$ cat config.mk
export PLATFORM = sky130hd
export DESIGN_NAME = clk_ratio_meter
export DESIGN_NICKNAME = d
export VERILOG_FILES = /design/src/rtl/clk_ratio_meter.sv
export SDC_FILE = /design/constraint.sdc
export NUM_CORES = 1
export LEC_CHECK = 0
export CAP_MARGIN = 15
export CORE_UTILIZATION = 50
export DETAILED_ROUTE_END_ITERATION = 8
export GPL_TIMING_DRIVEN = 0
export PLACE_DENSITY = 0.7
export SYNTH_ARGS = -nofsm -noshare
export SYNTH_HDL_FRONTEND = slang
export SYNTH_SLANG_ARGS = --single-unit
$ cat constraint.sdc
create_clock -name clk -period 3.27 [get_ports clk]
set_input_delay 0.8175 -clock clk [delete_from_list [all_inputs] [get_ports clk]]
set_output_delay 0.8175 -clock clk [all_outputs]
set_load 0.02 [all_outputs]
$ cat src/rtl/clk_ratio_meter.sv
// ---------------------------------------------------------------------------
// clk_ratio_meter : counts clk cycles per meas_clk period and reports the
// window sum/min/max. Optional macro CRM_TIMEOUT_EN adds a stall timeout.
// Revision: 1.0
// ---------------------------------------------------------------------------
`default_nettype none

module clk_ratio_meter #(
  parameter int WIN_EDGES   = 10,
  parameter int CNT_W       = 8,
  parameter int ACC_W       = 12,
  parameter int SYNC_STAGES = 2
) (
  input  logic             clk,
  input  logic             rst,
  input  logic             meas_clk,
  input  logic             enable,
  output logic [ACC_W-1:0] ratio_sum,
  output logic [CNT_W-1:0] period_min,
  output logic [CNT_W-1:0] period_max,
  output logic             result_valid,
  output logic             overflow,
  output logic             busy
`ifdef CRM_TIMEOUT_EN
  ,
  output logic             timeout
`endif
);

  localparam int EW = $clog2(WIN_EDGES + 1);
  localparam logic [1:0] S_IDLE = 2'd0;
  localparam logic [1:0] S_ARM  = 2'd1;
  localparam logic [1:0] S_MEAS = 2'd2;
  localparam logic [CNT_W-1:0] CNT_MAX   = {CNT_W{1'b1}};
  localparam logic [ACC_W-1:0] ACC_MAX   = {ACC_W{1'b1}};
  localparam logic [EW-1:0]    LAST_EDGE = EW'(WIN_EDGES - 1);

  logic [1:0]             state_q, state_d;
  logic [SYNC_STAGES-1:0] sync_q, sync_d;
  logic                   prev_q, prev_d;
  logic [CNT_W-1:0]       per_cnt_q, per_cnt_d;
  logic [EW-1:0]          edge_cnt_q, edge_cnt_d;
  logic [ACC_W-1:0]       acc_q, acc_d;
  logic [CNT_W-1:0]       min_q, min_d;
  logic [CNT_W-1:0]       max_q, max_d;
  logic                   ovf_q, ovf_d;
  logic [ACC_W-1:0]       ratio_sum_q, ratio_sum_d;
  logic [CNT_W-1:0]       period_min_q, period_min_d;
  logic [CNT_W-1:0]       period_max_q, period_max_d;
  logic                   valid_q, valid_d;
  logic                   overflow_q, overflow_d;
`ifdef CRM_TIMEOUT_EN
  logic                   timeout_q, timeout_d;
`endif

  logic             rise;
  logic [ACC_W:0]   acc_wide;
  logic             acc_sat;
  logic [ACC_W-1:0] acc_next;
  logic [CNT_W-1:0] min_next;
  logic [CNT_W-1:0] max_next;
  logic             per_sat;
  logic [CNT_W-1:0] per_inc;

  assign rise     = sync_q[SYNC_STAGES-1] & ~prev_q;
  assign acc_wide = {1'b0, acc_q} + (ACC_W+1)'(per_cnt_q);
  assign acc_sat  = acc_wide[ACC_W];
  assign acc_next = acc_sat ? ACC_MAX : acc_wide[ACC_W-1:0];
  assign min_next = (per_cnt_q < min_q) ? per_cnt_q : min_q;
  assign max_next = (per_cnt_q > max_q) ? per_cnt_q : max_q;
  assign per_sat  = (per_cnt_q == CNT_MAX);
  assign per_inc  = per_sat ? per_cnt_q : per_cnt_q + 1'b1;

  always_comb begin
    state_d      = state_q;
    sync_d       = {sync_q[SYNC_STAGES-2:0], meas_clk};
    prev_d       = sync_q[SYNC_STAGES-1];
    per_cnt_d    = per_cnt_q;
    edge_cnt_d   = edge_cnt_q;
    acc_d        = acc_q;
    min_d        = min_q;
    max_d        = max_q;
    ovf_d        = ovf_q;
    ratio_sum_d  = ratio_sum_q;
    period_min_d = period_min_q;
    period_max_d = period_max_q;
    overflow_d   = overflow_q;
    valid_d      = 1'b0;
`ifdef CRM_TIMEOUT_EN
    timeout_d    = 1'b0;
`endif

    if (!enable) begin
      // Dropping enable discards any partial window; results hold.
      state_d = S_IDLE;
    end else begin
      case (state_q)
        S_IDLE: begin
          state_d   = S_ARM;
          per_cnt_d = '0;
        end
        S_ARM: begin
          if (rise) begin
            state_d    = S_MEAS;
            per_cnt_d  = CNT_W'(1);
            edge_cnt_d = '0;
            acc_d      = '0;
            min_d      = '1;
            max_d      = '0;
            ovf_d      = 1'b0;
          end else begin
            per_cnt_d = per_inc;
`ifdef CRM_TIMEOUT_EN
            if (per_inc == CNT_MAX && !per_sat) begin
              state_d   = S_IDLE;
              timeout_d = 1'b1;
            end
`endif
          end
        end
        S_MEAS: begin
          if (rise) begin
            per_cnt_d  = CNT_W'(1);
            acc_d      = acc_next;
            min_d      = min_next;
            max_d      = max_next;
            ovf_d      = ovf_q | acc_sat;
            edge_cnt_d = edge_cnt_q + 1'b1;
            if (edge_cnt_q == LAST_EDGE) begin
              // Closing rise publishes the window and opens the next one.
              ratio_sum_d  = acc_next;
              period_min_d = min_next;
              period_max_d = max_next;
              overflow_d   = ovf_q | acc_sat;
              valid_d      = 1'b1;
              edge_cnt_d   = '0;
              acc_d        = '0;
              min_d        = '1;
              max_d        = '0;
              ovf_d        = 1'b0;
            end
          end else begin
            per_cnt_d = per_inc;
            if (per_sat) begin
              ovf_d = 1'b1;
            end
`ifdef CRM_TIMEOUT_EN
            if (per_inc == CNT_MAX && !per_sat) begin
              state_d   = S_IDLE;
              timeout_d = 1'b1;
            end
`endif
          end
        end
        default: state_d = S_IDLE;
      endcase
    end
  end

  always_ff @(posedge clk or posedge rst) begin
    if (rst) begin
      state_q      <= S_IDLE;
      sync_q       <= '0;
      prev_q       <= 1'b0;
      per_cnt_q    <= '0;
      edge_cnt_q   <= '0;
      acc_q        <= '0;
      min_q        <= '1;
      max_q        <= '0;
      ovf_q        <= 1'b0;
      ratio_sum_q  <= '0;
      period_min_q <= '0;
      period_max_q <= '0;
      valid_q      <= 1'b0;
      overflow_q   <= 1'b0;
`ifdef CRM_TIMEOUT_EN
      timeout_q    <= 1'b0;
`endif
    end else begin
      state_q      <= state_d;
      sync_q       <= sync_d;
      prev_q       <= prev_d;
      per_cnt_q    <= per_cnt_d;
      edge_cnt_q   <= edge_cnt_d;
      acc_q        <= acc_d;
      min_q        <= min_d;
      max_q        <= max_d;
      ovf_q        <= ovf_d;
      ratio_sum_q  <= ratio_sum_d;
      period_min_q <= period_min_d;
      period_max_q <= period_max_d;
      valid_q      <= valid_d;
      overflow_q   <= overflow_d;
`ifdef CRM_TIMEOUT_EN
      timeout_q    <= timeout_d;
`endif
    end
  end

  assign ratio_sum    = ratio_sum_q;
  assign period_min   = period_min_q;
  assign period_max   = period_max_q;
  assign result_valid = valid_q;
  assign overflow     = overflow_q;
  assign busy         = (state_q != S_IDLE);
`ifdef CRM_TIMEOUT_EN
  assign timeout      = timeout_q;
`endif

endmodule

`default_nettype wire
==> PnR_summary.wiki, run 1 <==
{| class="wikitable"
! Metric !! Value
|-
| Total vias in the final route || ~3400
|-
| Worst EP required || 2450 ps
|-
| Pre-Repair DR Iteration Count || 4
|-
| Slew Limit Headroom || ~60%
|-
| Filler cell count || around 720
|-
| Number of instances resized during post-cts repair || 0
|-
| Largest family of logic cells by synthesized area || compound AO/OA/AOI/OAI gates
|-
| Wire length of the first global-routing pass || around 16000 um
|-
| TritonCTS clock tree || yes
|-
| Worst setup timing slack at the placement stage || 517 ps
|-
| HPWL after DPL || about 7200 um
|-
| Max-slew violation count || 0
|-
| Worst hold slack across all endpoints || 364 ps
|-
| Buffer levels on the longest clock path || 2
|-
| Final weighted congestion in routability-driven placement || ~0.89
|-
| H-tree levels || 3
|-
| Unrepaired setup endpoints after global routing || false
|-
| Compound-gate portion of the synthesized area || 21.7%
|-
| Count of flip-flops with a built-in enable after synthesis || 0
|-
| Detail Route Antenna Nets || 0
|-
| Commonest cells after routing, fill and taps aside || 68 x sky130_fd_sc_hd__dfrtp_1, 44 x sky130_fd_sc_hd__nand2_1, 34 x sky130_fd_sc_hd__clkdlybuf4s50_1
|-
| Leftover overflow at the end of global routing || 0
|-
| Dominant register cell in the synthesized netlist || sky130_fd_sc_hd__dfrtp_1
|-
| Final total negative setup slack || 0 ps
|-
| Number of violations reported at the end of detailed-routing iteration 0 || between 150 and 200
|-
| DIE WIDTH || around 94 um
|-
| Synth async-reset ratio || 100%
|-
| Data arrival time of the critical path || between 1500 and 2000 ps
|-
| Mux cell area share after synthesis || about 2.1%
|-
| Xor and xnor area share after synthesis || 2.47%
|-
| Initial antenna violation count || 0
|-
| Crit-path max FO || 4
|-
| Full die area || a little under 9000 um^2
|-
| Outcome || finished clean
|-
| Synth Register Bits || 76
|-
| Critical Setup Path Class || flip-flop to primary output
|-
| Startpoint type of the worst setup path || flip-flop
|-
| Post-Synthesis Cells || approximately 430
|-
| Post-route worst setup slack || ~740 ps
|-
| Number of hold buffers added after cts || 0
|-
| Number of diodes added for antenna fixing || 0
|-
| Critical Path Most Common Cell || sky130_fd_sc_hd__inv_1
|-
| Setup clock skew after layout || 9.22 ps
|-
| Cell with the largest stage delay on the worst path || sky130_fd_sc_hd__clkdlybuf4s50_1
|-
| Maximum cell stage delay along the critical path || between 500 and 600 ps
|-
| Crit path time final || between 2000 and 3000 ps
|-
| Largest voltage drop on the vdd net || about 360 uV
|-
| Number of violations of the max-capacitance limit || 0
|-
| Port-buffer cells || 34
|-
| Count of clock tree sinks || 76
|-
| Maximum number of pins on one net before global-route repair || 59
|-
| Effective utilization at floorplan || between 50% and 60%
|-
| Number of endpoints failing setup at the final stage || 0
|-
| Final hold violation count || 0
|-
| Crit-path cells || inv_1, ha_1, inv_1, clkdlybuf4s50_1
|-
| Class of the most critical hold timing path || flip-flop to flip-flop
|-
| Post-synthesis area per instance || about 10 um^2
|-
| Count of yosys warnings during synthesis || 0
|-
| Number of top-level pins || 35
|-
| Site row count || 33
|-
| Average detailed-routed wire length per instance || 17.1 um
|-
| Via-to-Cell Ratio || around 5.8
|-
| Chip Height || 94.2 um
|-
| GR Util All Layers || 24.8%
|-
| Share of synthesized cell area in and, or, nand and nor gates || 13.9%
|-
| CTS clock-pin slew for the worst setup and hold paths || roughly 80 ps
|-
| Share of layout cells above drive strength 1 || between 10 and 15%
|-
| Cell area after technology mapping || between 4000 and 5000 um^2
|-
| Floorplan Core Area || between 8000 and 9000 um^2
|-
| Vias in the first global route || ~3300
|-
| Transition at the pin with the smallest max-transition slack || 607 ps
|-
| Overall power || ~0.0026 W
|-
| Count of distinct cell types in the synthesized netlist || between 60 and 70
|-
| Number of nets in the layout || 511
|-
| Detailed Route WL || approximately 10000 um
|-
| Net count after synthesis || 465
|-
| Areal power density over the cells || 526 nW/um^2
|-
| Fraction of the yosys area taken by sequential cells || between 40% and 50%
|-
| Worst Setup End Kind || primary output
|-
| Leakage || between 2 and 2.5 nW
|-
| Highest attainable clock frequency || just under 0.4 GHz
|-
| Insertion delay to the later sink of the worst-skew pair || around 350 ps
|-
| Share of synthesized cell area in full adder, half adder and majority cells || under 10%
|-
| Commonest non-fill, non-tap cell in the layout || sky130_fd_sc_hd__dfrtp_1
|-
| Final worst path period share || 77.4%
|-
| Setup repair bufs after CTS || 0
|-
| Post-detailed-route DRC marker count || 0
|-
| Number of buffers inserted during clock tree synthesis || 9
|-
| Relative area change from synthesis to final layout || 17.5%
|-
| Cell chosen for the clock root || sky130_fd_sc_hd__clkbuf_8
|}
## kinds of logic after synthesis
kind of cell               Yosys count
muxes                                9
and+or+nand+nor                    122
xor gates and xnor gates            12
DFF                                 76
adders and majority gates           32
AOI/OAI and AO/OA                  131
buffers and inverters               47
## cells in the mapped netlist, drive strengths merged, types with 9 or more instances
cell | n | area, um^2
dfrtp | 68 | 1700
nand2 | 45 | 171
o21ai | 42 | 214
nor2 | 32 | 128
ha | 31 | 388
inv | 24 | 90.1
a21oi | 19 | 110
buf | 16 | 105
a31oi | 12 | 81.3
nand3 | 10 | 50.1
nand4 | 10 | 68.8
xor2 | 10 | 87.6
a21o | 9 | 70.1
mux2i | 9 | 90.1
o22a | 9 | 78.8
## per-layer routing
| metal | global-route usage (%) | vias to the layer above | wire length [um] |
|---|---|---|---|
| met5 | 0 | - | 0 |
| met4 | 14.2 | 0 | 355 |
| met3 | 4.85 | 27 | 446 |
| met2 | 38.3 | 84 | 4700 |
| met1 | 32.2 | 1655 | 4480 |
| li1 | - | 1630 | - |
## registers in the layout (all words and copies together) (netlist names), 4 cells and up
signal	count
period_min	8
period_max	8
edge_cnt_q	4
ratio_sum	12
per_cnt_q	8
min_q	8
acc_q	12
max_q	8
## worst max-delay path: cells and delay by family (launching register included)
kind       cells  cell delay [ps]
buf+inv        3              730
flops          1              410
fa+ha+maj      1              220
## cell type report
class | count | area [um^2] | area share, %
Timing Repair Buffer | 35 | 368 | 7.36
Clock buffer | 12 | 145 | 2.91
Multi-Input combinational cell | 306 | 2120 | 42.4
Tap cell | 105 | 131 | 2.63
Inverter | 24 | 92.6 | 1.85
Sequential cell | 76 | 1910 | 38.3
Buffer | 23 | 131 | 2.63
Clock inverter | 4 | 97.6 | 1.95
## where the power goes
part	switching [W]	internal (W)
Sequential	0.000100	0.00106
Combinational	0.000350	0.000225
Clock	0.000360	0.000529
## per-stage QoR
stage	std cells	cell area, um^2	util [%]
2_1_floorplan	429	4250	-
3_3_place_gp	568	4720	57.5
3_5_place_dp	569	4750	57.8
4_1_cts	585	5000	60.8
5_1_grt	585	5000	60.8
6_report	585	5000	60.8
## final timing paths
| kind | from | endpoint | slack (ps) | cells after the start |
|---|---|---|---|---|
| max | state_q[0] | busy | 740 | 4 |
| min | sync_q[0] | sync_q[1] | 360 | 0 |
| min reg2reg | sync_q[0] | sync_q[1] | 360 | 0 |
| min in group asynchronous | rst | acc_q[1] | 750 | 2 |
| max reg2reg | per_cnt_q[0] | acc_q[11] | 780 | 8 |
| max in group asynchronous | rst | min_q[2] | 1900 | 3 |
Power figures use the tool's default switching activity.
==> run 2, diff against run 1 <==
- PLACE_DENSITY: 0.7 -> 0.73
- clock period: 3.27 -> 2.3 ns (I/O delays scaled with it)
==> run 2 against run 1 <==
Combinational power is 44% higher. Final cell count is 0.17% higher. Non-clock buffer count is 1 higher. Clock skew is 4.2 ps higher. Routed wire length is 0.98% lower. Sequential cell count stayed put. Critical path depth is 3 higher. Count of clock-buffer cells in the layout stayed put. Total power is 36% higher. Clock power is 24% higher. Register-to-register slack worse by 700 ps. Via count is 2.5% higher.
==> PnR_summary.wiki, run 2 (synthesized netlist as in run 1, its figures left out) <==
{| class="wikitable"
! Metric !! Value
|-
| Effective utilization at floorplan || approximately 52%
|-
| Port-buffer cells || 34
|-
| Detailed Route WL || just under 10000 um
|-
| Overall power || roughly 0.0036 W
|-
| Largest voltage drop on the vdd net || approximately 450 uV
|-
| TritonCTS clock tree || yes
|-
| Number of top-level pins || 35
|-
| Number of nets in the layout || 512
|-
| Cell with the largest stage delay on the worst path || sky130_fd_sc_hd__dfrtp_1
|-
| Leftover overflow at the end of global routing || 0
|-
| Worst EP required || 2540 ps
|-
| Detail Route Antenna Nets || 0
|-
| Initial antenna violation count || 0
|-
| Count of clock tree sinks || 76
|-
| Wire length of the first global-routing pass || 16600 um
|-
| Final hold violation count || 0
|-
| Cell chosen for the clock root || sky130_fd_sc_hd__clkbuf_8
|-
| Number of endpoints failing setup at the final stage || 0
|-
| Total vias in the final route || between 3000 and 4000
|-
| Floorplan Core Area || 8220 um^2
|-
| Transition at the pin with the smallest max-transition slack || 902 ps
|-
| Number of buffers inserted during clock tree synthesis || 9
|-
| Commonest cells after routing, fill and taps aside || 64 x sky130_fd_sc_hd__dfrtp_1, 44 x sky130_fd_sc_hd__nand2_1, 33 x sky130_fd_sc_hd__clkdlybuf4s50_1
|-
| Crit-path cells || ha_1, buf_4, a21oi_2, o211ai_1, o2111ai_1, o21ai_0, a22o_1
|-
| Leakage || around 2.2 nW
|-
| Number of violations reported at the end of detailed-routing iteration 0 || roughly 230
|-
| Vias in the first global route || roughly 3400
|-
| Class of the most critical hold timing path || flip-flop to flip-flop
|-
| GR Util All Layers || 24.6%
|-
| CTS clock-pin slew for the worst setup and hold paths || about 80 ps
|-
| Share of layout cells above drive strength 1 || 14.1%
|-
| Critical Setup Path Class || flip-flop to flip-flop
|-
| Setup clock skew after layout || approximately 13 ps
|-
| Pre-Repair DR Iteration Count || 5
|-
| Outcome || finished clean
|-
| Data arrival time of the critical path || between 2000 and 2500 ps
|-
| Post-detailed-route DRC marker count || 0
|-
| Maximum cell stage delay along the critical path || 520 ps
|-
| Areal power density over the cells || a little over 700 nW/um^2
|-
| Final total negative setup slack || 0 ps
|-
| Final weighted congestion in routability-driven placement || between 0.8 and 0.9
|-
| Crit Reg-Reg Startpoint || per_cnt_q[7]
|-
| Average detailed-routed wire length per instance || about 17 um
|-
| Worst-case register-to-register setup slack || slightly above 80 ps
|-
| Commonest non-fill, non-tap cell in the layout || sky130_fd_sc_hd__dfrtp_1
|-
| HPWL after DPL || about 7000 um
|-
| Reg2Reg Capture Point || acc_q[11]
|-
| Buffer levels on the longest clock path || 2
|-
| Relative area change from synthesis to final layout || 17.8%
|-
| Start point of the critical path || per_cnt_q[7]
|-
| Filler cell count || roughly 700
|-
| Number of diodes added for antenna fixing || 0
|-
| Maximum number of pins on one net before global-route repair || 42
|-
| Termination of the worst setup path || acc_q[11]
|-
| Via-to-Cell Ratio || just under 6
|-
| Final worst path period share || 96.4%
|-
| Worst Setup End Kind || flip-flop
|-
| Slew Limit Headroom || between 30% and 40%
|-
| Crit-path max FO || 8
|-
| Highest attainable clock frequency || ~0.45 GHz
|-
| Site row count || 33
|-
| Insertion delay to the later sink of the worst-skew pair || 350 ps
|-
| Unrepaired setup endpoints after global routing || false
|-
| Startpoint type of the worst setup path || flip-flop
|-
| Full die area || 8880 um^2
|-
| H-tree levels || 3
|-
| Max-slew violation count || 0
|-
| Crit path time final || roughly 2200 ps
|-
| DIE WIDTH || between 90 and 100 um
|-
| Number of violations of the max-capacitance limit || 0
|-
| Chip Height || 94.2 um
|-
| Worst r2r path cells || 7
|}
## run 2: changes by cell type in the layout (fill, tap and decap cells not counted), sizes merged
cell,previous run,this run
buf,17,19
inv,24,23
dlygate4sd2,0,1
bufinv,3,2
clkdlybuf4s50,34,33
clkinvlp,1,3
clkbuf,19,18
## run 2: layout make-up
type / instances / area, um^2 / area share, %
buffer: 22 / 128 / 2.55
clock buffer: 12 / 135 / 2.70
clock inverter: 4 / 75.1 / 1.50
inverter: 24 / 93.8 / 1.87
multi-input combinational: 306 / 2150 / 43.0
sequential: 76 / 1920 / 38.3
tap: 105 / 131 / 2.62
timing repair buffer: 37 / 374 / 7.47
## run 2: repair_timing
item,4_1_cts,5_1_grt
gates resized for setup,5,8
setup buffers,0,2
hold buffers,0,0
setup endpoints to repair,9,36
pin swaps,0,3
## run 2: layer usage
layer	up-vias	share of wire (%)	track usage, %
li1	1642	-	-
met1	1730	45	32.7
met2	93	49	40.4
met3	16	4.6	3.72
met4	0	1.6	9.10
met5	-	0	0
## run 2: power by group
part	leakage [nW]	internal (W)	switching (W)	total (W)
clock	0.0968	0.000613	0.000483	0.00110
combinational	1.11	0.000323	0.000504	0.000827
sequential	1.02	0.00151	0.000145	0.00166
total	2.22	0.00245	0.00113	0.00358
## run 2: critical path: cells and delay by family, from the launching register on
kind,cells,cell delay [ps]
flops,1,520
fa+ha+maj,1,360
compound gates,5,1070
buf+inv,1,170
## run 2: worst min path at each step
stage                         start         to  slack, ps  cells past startpoint
after floorplan           sync_q[0]  sync_q[1]        330                      0
after global placement    sync_q[0]  sync_q[1]        340                      0
after detailed placement  sync_q[0]  sync_q[1]        340                      0
after CTS                 sync_q[0]  sync_q[1]        360                      0
after global routing      sync_q[0]  sync_q[1]        370                      0
final                     sync_q[0]  sync_q[1]        360                      0
## run 2: per-stage QoR
stage,instances,cell area [um^2],hold slack [ps],setup WS (ps),utilization (%)
2_1_floorplan,429,4260,331,136,-
5_1_grt,586,5010,371,15.2,60.9
6_report,586,5010,361,83.0,60.9
4_1_cts,584,4970,363,41.2,60.5
3_5_place_dp,569,4750,339,-198,57.8
3_3_place_gp,568,4730,339,-156,57.5
